### config.mk
export PLATFORM = sky130hd
export DESIGN_NAME = bip_control
export DESIGN_NICKNAME = d
export VERILOG_FILES = /design/src/rtl/bip_control.sv
export SDC_FILE = /design/constraint.sdc
export NUM_CORES = 1
export LEC_CHECK = 0
export CAP_MARGIN = 20
export CORE_ASPECT_RATIO = 0.9
export CORE_MARGIN = 2
export CORE_UTILIZATION = 48
export DETAILED_ROUTE_END_ITERATION = 12
export PLACE_DENSITY = 0.84
export SLEW_MARGIN = 20
export SYNTH_ARGS = -nofsm -noshare
export SYNTH_HDL_FRONTEND = slang
export SYNTH_SLANG_ARGS = --single-unit
### constraint.sdc
create_clock -name CLK -period 3.3 [get_ports CLK]
set_clock_uncertainty 0.15 [all_clocks]
set_input_delay 0.33 -clock CLK [delete_from_list [all_inputs] [get_ports CLK]]
set_output_delay 0.33 -clock CLK [all_outputs]
set_load 0.01 [all_outputs]
### src/rtl/bip_control.sv
// rtl/bip_control.sv - BIP control unit: fetch/decode/memrd/exec sequencer (optional BIP_CYCLE_COUNTER_EN adds CYCLES)
module bip_control #(
  parameter logic [10:0] RESET_PC = 11'd0
) (
  input  logic        CLK,
  input  logic        RESET,
  input  logic        START,
  input  logic [15:0] PM_DATA,
  output logic [10:0] PM_ADDR,
  output logic        PM_RD,
  output logic [10:0] OPERAND,
  output logic        DM_RD,
  output logic        DM_WR,
  output logic [1:0]  SEL_A,
  output logic        SEL_B,
  output logic        WR_ACC,
  output logic        OP,
  output logic        HALTED,
  output logic        BUSY
`ifdef BIP_CYCLE_COUNTER_EN
  ,
  output logic [15:0] CYCLES
`endif
);

  localparam logic [4:0] OPC_HLT  = 5'b00000;
  localparam logic [4:0] OPC_STO  = 5'b00001;
  localparam logic [4:0] OPC_LD   = 5'b00010;
  localparam logic [4:0] OPC_LDI  = 5'b00011;
  localparam logic [4:0] OPC_ADD  = 5'b00100;
  localparam logic [4:0] OPC_ADDI = 5'b00101;
  localparam logic [4:0] OPC_SUB  = 5'b00110;
  localparam logic [4:0] OPC_SUBI = 5'b00111;

  typedef enum logic [2:0] {
    S_IDLE   = 3'd0,
    S_FETCH  = 3'd1,
    S_DECODE = 3'd2,
    S_MEMRD  = 3'd3,
    S_EXEC   = 3'd4,
    S_HALT   = 3'd5
  } state_t;

  state_t      state;
  state_t      state_next;
  logic [10:0] pc;
  logic [15:0] ir;

  // State register; reset aborts whatever instruction is in flight.
  always_ff @(posedge CLK or posedge RESET) begin
    if (RESET) begin
      state <= S_IDLE;
    end else begin
      state <= state_next;
    end
  end

  // PC advances only at the end of EXEC (HLT never reaches EXEC, so PC freezes); IR captures in DECODE.
  always_ff @(posedge CLK or posedge RESET) begin
    if (RESET) begin
      pc <= RESET_PC;
      ir <= 16'h0000;
    end else begin
      if (state == S_EXEC) begin
        pc <= pc + 11'd1;
      end
      if (state == S_DECODE) begin
        ir <= PM_DATA;
      end
    end
  end

  assign PM_ADDR = pc;
  assign OPERAND = ir[10:0];
  assign HALTED  = (state == S_HALT);
  assign BUSY    = (state == S_FETCH) || (state == S_DECODE) ||
                   (state == S_MEMRD) || (state == S_EXEC);

  // Next-state and strobe decode; the DECODE branch looks at PM_DATA because IR is only loaded at its end.
  always_comb begin
    state_next = state;
    PM_RD      = 1'b0;
    DM_RD      = 1'b0;
    DM_WR      = 1'b0;
    SEL_A      = 2'b00;
    SEL_B      = 1'b0;
    WR_ACC     = 1'b0;
    OP         = 1'b0;
    case (state)
      S_IDLE: begin
        if (START) begin
          state_next = S_FETCH;
        end
      end
      S_FETCH: begin
        PM_RD      = 1'b1;
        state_next = S_DECODE;
      end
      S_DECODE: begin
        case (PM_DATA[15:11])
          OPC_LD, OPC_ADD, OPC_SUB: state_next = S_MEMRD;
          OPC_HLT:                  state_next = S_HALT;
          default:                  state_next = S_EXEC;
        endcase
      end
      S_MEMRD: begin
        DM_RD      = 1'b1;
        state_next = S_EXEC;
      end
      S_EXEC: begin
        state_next = S_FETCH;
        case (ir[15:11])
          OPC_STO: begin
            DM_WR = 1'b1;
          end
          OPC_LD: begin
            WR_ACC = 1'b1;
            SEL_A  = 2'b00;
          end
          OPC_LDI: begin
            WR_ACC = 1'b1;
            SEL_A  = 2'b01;
          end
          OPC_ADD: begin
            WR_ACC = 1'b1;
            SEL_A  = 2'b10;
            SEL_B  = 1'b1;
          end
          OPC_ADDI: begin
            WR_ACC = 1'b1;
            SEL_A  = 2'b10;
          end
          OPC_SUB: begin
            WR_ACC = 1'b1;
            SEL_A  = 2'b10;
            SEL_B  = 1'b1;
            OP     = 1'b1;
          end
          OPC_SUBI: begin
            WR_ACC = 1'b1;
            SEL_A  = 2'b10;
            OP     = 1'b1;
          end
          default: begin
          end
        endcase
      end
      S_HALT: begin
        state_next = S_HALT;
      end
      default: begin
        state_next = S_IDLE;
      end
    endcase
  end

`ifdef BIP_CYCLE_COUNTER_EN
  // Busy-cycle counter; saturates rather than wrapping, and naturally holds in HALT since BUSY is low.
  always_ff @(posedge CLK or posedge RESET) begin
    if (RESET) begin
      CYCLES <= 16'h0000;
    end else if (BUSY && (CYCLES != 16'hFFFF)) begin
      CYCLES <= CYCLES + 16'd1;
    end
  end
`endif

endmodule

==> results of run 1 <==
worst max-delay path by stage:
| stage | endpoint | from | slack (ns) |
|---|---|---|---|
| after floorplan | DM_WR | state[0] | 1.21 |
| after global placement | DM_WR | state[0] | 0.69 |
| after detailed placement | DM_WR | state[0] | 0.66 |
| after CTS | DM_WR | state[0] | 0.28 |
| after global routing | DM_WR | state[0] | 0.19 |
| final | DM_WR | state[0] | 0.30 |
cell usage in the layout (no fill, tap or decap), drive strengths merged:
cell type and n:
clkbuf 7, a21o 1, and4b 1, xor2 7, o21ai 2, nor2b 2
nor3 5, dfrtp 30, a211o 1, buf 1, nor4 3, or3b 1
nand4 1, nor4b 1, ha 1, nand2b 1, nand4bb 1, clkdlybuf4s50 50
or3 1, nand3 3, clkinv 1, and2 3, inv 2, mux2 17
o21a 1, nor3b 3, nor2 6, xnor2 4, and3 1, nand2 4
per-layer routing:
layer | vias to the layer above | wire length, µm | share of wire
li1 | 484 | - | -
met2 | 34 | 1601 | 0.55
met4 | 0 | 35 | 0.012
met1 | 502 | 1110 | 0.38
met5 | - | 0 | 0
met3 | 4 | 141 | 0.049
flip-flops by register name, summed over array words and instances, names as in the netlist:
name and cells:
ir 16, PM_ADDR 11, state 3
cell usage after synthesis:
cell type  instances
o21a_1             1
nor4_1             3
nor3_1             5
xnor2_1            4
dfrtp_1           30
and2_1             3
nand3_1            3
o21ai_0            2
or3b_1             1
and4b_1            1
xor2_1             7
nor3b_2            1
nand4_1            1
and3_1             1
or3_4              1
ha_1               1
buf_4             11
inv_1              2
nand4bb_1          1
a211o_1            1
buf_2              2
nor2_2             1
nand2_1            4
buf_6              1
nor3b_1            2
nor2b_1            2
nand2b_1           1
nor2_1             5
nor4b_4            1
a21o_1             1
mux2_2            17
layout make-up:
type | count | area [µm²] | share of cell area
Clock buffer | 7 | 55.05 | 0.02821
Sequential cell | 30 | 750.7 | 0.3846
Inverter | 2 | 7.507 | 0.003846
Timing Repair Buffer | 51 | 508.0 | 0.2603
Tap cell | 40 | 50.05 | 0.02564
Multi-Input combinational cell | 71 | 575.6 | 0.2949
Clock inverter | 1 | 5.005 | 0.002564
cells by family after synthesis:
logic type	Yosys count	synth area share
DFF	30	0.5222
buffers and inverters	16	0.07746
adders and majority gates	1	0.008702
muxes	17	0.1332
xor gates and xnor gates	11	0.06701
and+or+nand+nor	37	0.1680
AOI/OAI and AO/OA	5	0.02350
worst max-delay path, cell delays in order, from the launching register on:
cell,delay (ns)
dfrtp_1,0.46
or3b_1,0.55
or3_4,0.41
nor4b_4,0.21
clkdlybuf4s50_1,0.56
per-stage QoR:
stage / total power (W) / hold slack (ns)
3_3_place_gp: 0.001321 / 0.3065
5_1_grt: 0.001672 / 0.2413
6_report: 0.001562 / 0.2167
2_1_floorplan: 0.001105 / 0.2708
4_1_cts: 0.001587 / 0.2172
3_5_place_dp: 0.001359 / 0.3162
report_power, final:
part	switching (W)	total (W)	internal (W)
sequential	0.000143	0.000659	0.000516
clock	0.000122	0.000225	0.000103
combinational	0.000253	0.000679	0.000426
total	0.000518	0.00156	0.00104
==> flow_summary_export.csv, run 1 <==
group,metric,value,unit
grt,grt_use_met2,0.3218,
die,core_area,2793,µm²
setup_path,setup.worst_path.end_class,"output port",
setup_path,required,2.82,ns
clock_tree,clock_sinks,30,
timing,hold_viol_final,0,
clock_tree,path_clk_slew,0.09,ns
clock_tree,postCtsSetupBuffers,0,
pwr,total_leakage_power,0.8359,nW
timing,layout_min_cycle_time,2.995,ns
finish,fillers,242,
timing,setup_violations,0,
drt,wl,2888,µm
clock_tree,postCtsHoldBufs,0,
clock_tree,cts_buffers,5,
grt,use_met1,0.2083,
die,initial_core_util,0.5148,
timing,max_freq,0.3338,GHz
timing,final.setup.tns,0,ns
setup_path,worst-setup-path-type,"register to output port",
synthesis,netlist.area_leader.share,0.5222,
drt,drt-wirelength-per-cell,14.30,µm
timing,slew_headroom,0.4231,
setup_path,r2r_setup_slack,1.27,ns
clock_tree,h-tree-depth,2,
synthesis,synth_cells,117,
die,num_rows,18,
drt,firstDrtPassIters,4,
synthesis,synth_cell_types,31,
placement,dpl_worst_slack,0.6590,ns
clock_tree,cts_tree,"done",
die,die_x,61.69,µm
finish,utilization,0.6989,
drt,ant_nets,0,
timing,setup_ws,0.3045,ns
drt,drc,0,
drt,drtIter0Drc,41,
placement,place_congestion,0.7884,
setup_path,reg2regPathDepth,3,
synthesis,yosysSeqAreaShare,0.5222,
clock_tree,cts_root_buf,"clkbuf_4",
finish,final_cell_area,1952,µm²
grt,use_met3,0.03721,
grt,grt_pass1_vias,1056,
setup_path,startpoint_type,"register",
placement,place_hpwl,2269,µm
synthesis,syn-num-nets,137,
setup_path,worstReg2RegStart,"state[2]",
clock_tree,cts_resized,0,
synthesis,ys.warnings.count,0,
pwr,ir_drop,462.9,µV
finish,antenna-diode-count,0,
run,cap_viol_max_count,0,
synthesis,syn_avg_cell_area,12.29,µm²
die,dieArea,3449,µm²
placement,postPlaceCellArea,1892,µm²
synthesis,yosys-top-cells-area,"dfrtp_1 (52%), mux2_2 (13%), buf_4 (5.7%)",
placement,numPortBuffers,50,
synthesis,synth-seq-cells,30,
finish,syn_to_final_growth,35.77,%
grt,grt_pass1_wl,4761,µm
die,die_y,55.92,µm
drt,viasPerCell,5.069,
grt,grt_overflow,0,
grt,top_usage_layer,"met2",
pwr,cellPowerDensity,800.4,nW/µm²
die,io_pins,51,
status,status,"finished clean",
clock_tree,clockBufferDepth,2,
timing,grt_setup_unrepaired,"false",
finish,final_net_count,181,
synthesis,netlist_area,1438,µm²
timing,fin_crit_sh,0.9077,
placement,dp_cells,194,
timing,worstMarginPinSlew,0.8644,ns
timing,finalMaxSlewViolations,0,
setup_path,reg2reg_to,"ir[14]",
grt,grt_usage,0.1894,
setup_path,path_max_fanout,9,
grt,antenna_found_initial,0,
synthesis,synth.largest_area_cell,"dfrtp_1",
hold_path,min_path_type,"input pin to async pin",
grt,grt_start_max_net_pins,31,
setup_path,critPathArrivalTime,2.52,ns
finish,instances_no_fill,202,
finish,drive_gt1_frac,0.1790,
clock_tree,clock_latency,0.33,ns
drt,vias,1024,
(Power assumes the default switching activity.)
==> run 2, diff against run 1 <==
--- a/config.mk
+++ b/config.mk
@@ -7,2 +7,3 @@
 export LEC_CHECK = 0
+export ABC_CLOCK_PERIOD_IN_PS = 3300
 export CAP_MARGIN = 20
--- a/constraint.sdc
+++ b/constraint.sdc
@@ -4,2 +4,2 @@
 set_output_delay 0.33 -clock CLK [all_outputs]
-set_load 0.01 [all_outputs]
+set_load 0.05 [all_outputs]
==> flow_summary_export.csv, run 2 (synthesis results as in run 1) <==
group,metric,value,unit
die,num_rows,18,
timing,setup_violations,0,
grt,antenna_found_initial,0,
finish,utilization,0.6976,
timing,final.setup.tns,0,ns
finish,syn_to_final_growth,35.51,%
grt,grt_start_max_net_pins,31,
pwr,finalPower,0.001937,W
drt,firstDrtPassIters,4,
timing,finalMaxSlewViolations,0,
grt,grt_pass1_vias,1048,
die,io_pins,51,
timing,layout_min_cycle_time,3.100,ns
timing,setup_ws,0.1998,ns
finish,largest_register_ffs,16,
placement,place_congestion,0.7847,
finish,top_register,"ir",
clock_tree,h-tree-depth,2,
clock_tree,path_clk_slew,0.09,ns
drt,drt-wirelength-per-cell,13.69,µm
die,die_y,55.92,µm
setup_path,path_max_fanout,9,
finish,antenna-diode-count,0,
drt,ant_nets,0,
grt,grt_pass1_wl,4602,µm
clock_tree,cts_root_buf,"clkbuf_4",
timing,max_freq,0.3226,GHz
drt,drtIter0Drc,30,
status,status,"finished clean",
timing,fin_crit_sh,0.9395,
finish,layout_commonest_cell,"clkdlybuf4s50_1",
hold_path,min_path_type,"input pin to async pin",
clock_tree,postCtsHoldBufs,0,
setup_path,required,2.82,ns
clock_tree,clock_sinks,30,
drt,wl,2738,µm
drt,drc,0,
drt,viasPerCell,4.885,
pwr,total_leakage_power,0.8681,nW
placement,numPortBuffers,50,
timing,slew_headroom,0.4401,
pwr,ir_drop,524.3,µV
timing,hold_viol_final,0,
clock_tree,clock_latency,0.30,ns
setup_path,setup.worst_path.end_class,"output port",
setup_path,worst-setup-path-type,"register to output port",
clock_tree,postCtsSetupBuffers,0,
placement,dpl_worst_slack,0.3985,ns
clock_tree,clockBufferDepth,2,
clock_tree,cts_tree,"done",
die,initial_core_util,0.5148,
die,dieArea,3449,µm²
setup_path,startpoint_type,"register",
pwr,cellPowerDensity,994.2,nW/µm²
drt,vias,977,
timing,worstMarginPinSlew,0.8390,ns
setup_path,critPathArrivalTime,2.62,ns
die,die_x,61.69,µm
die,core_area,2793,µm²
finish,drive_gt1_frac,0.1750,
timing,grt_setup_unrepaired,"false",
clock_tree,cts_buffers,5,
grt,grt_usage,0.1785,
finish,mostFrequentLayoutCells,"clkdlybuf4s50_1 (48), dfrtp_1 (30), mux2_2 (17)",
placement,place_hpwl,2183,µm
run,cap_viol_max_count,0,
grt,grt_overflow,0,
finish,final_net_count,181,
==> run 2: critical path, cell delays in order, from the launching register on <==
cell	delay (ns)
dfrtp_1	0.46
or3b_1	0.54
or3_4	0.41
nor2_1	0.11
clkdlybuf4s50_1	0.80
==> run 2: cell type report <==
class / count / area [µm²]
clock buffer: 6 / 51.30
timing repair buffer: 51 / 513.0
multi-input combinational: 71 / 575.6
tap: 40 / 50.05
fill: 255 / 844.6
sequential: 30 / 750.7
inverter: 2 / 7.507
==> run 2: path summary, 6_finish.rpt <==
path                        startpoint     endpoint  slack [ns]  cells after the start
min reg2reg                PM_ADDR[10]  PM_ADDR[10]        0.33                      1
min                              RESET        ir[0]        0.24                      3
max reg2reg                   state[2]        ir[6]        1.29                      3
max                           state[0]       WR_ACC        0.20                      4
min in group CLK           PM_ADDR[10]  PM_ADDR[10]        0.33                      1
max in group asynchronous        RESET  PM_ADDR[10]        2.49                      3
==> run 2: per-layer routing <==
| metal | GRT usage | share of wire | vias up |
|---|---|---|---|
| li1 | - | - | 477 |
| met1 | 0.2046 | 0.40 | 469 |
| met2 | 0.3128 | 0.54 | 27 |
| met3 | 0.03488 | 0.042 | 4 |
| met4 | 0.07295 | 0.014 | 0 |
| met5 | 0 | 0 | - |
==> run 2: per-stage QoR <==
| stage | instance area (µm²) | hold WS [ns] | instances |
|---|---|---|---|
| after floorplan | 1438 | 0.2708 | 117 |
| after global placement | 1892 | 0.3071 | 194 |
| after detailed placement | 1892 | 0.3191 | 194 |
| after CTS | 1943 | 0.2364 | 200 |
| after global routing | 1948 | 0.2522 | 200 |
| final | 1948 | 0.2354 | 200 |
==> run 2: timing repair <==
action | CTS | global route
hold endpoints to repair | 0 | 0
endpoints found under the setup margin | 0 | 2
gates resized for setup | 0 | 2
==> run 2: report_power, final <==
group | switching, W | internal (W)
Combinational | 0.000651 | 0.000424
Sequential | 0.000143 | 0.000516
Clock | 0.000107 | 0.0000959
Total | 0.000901 | 0.00104
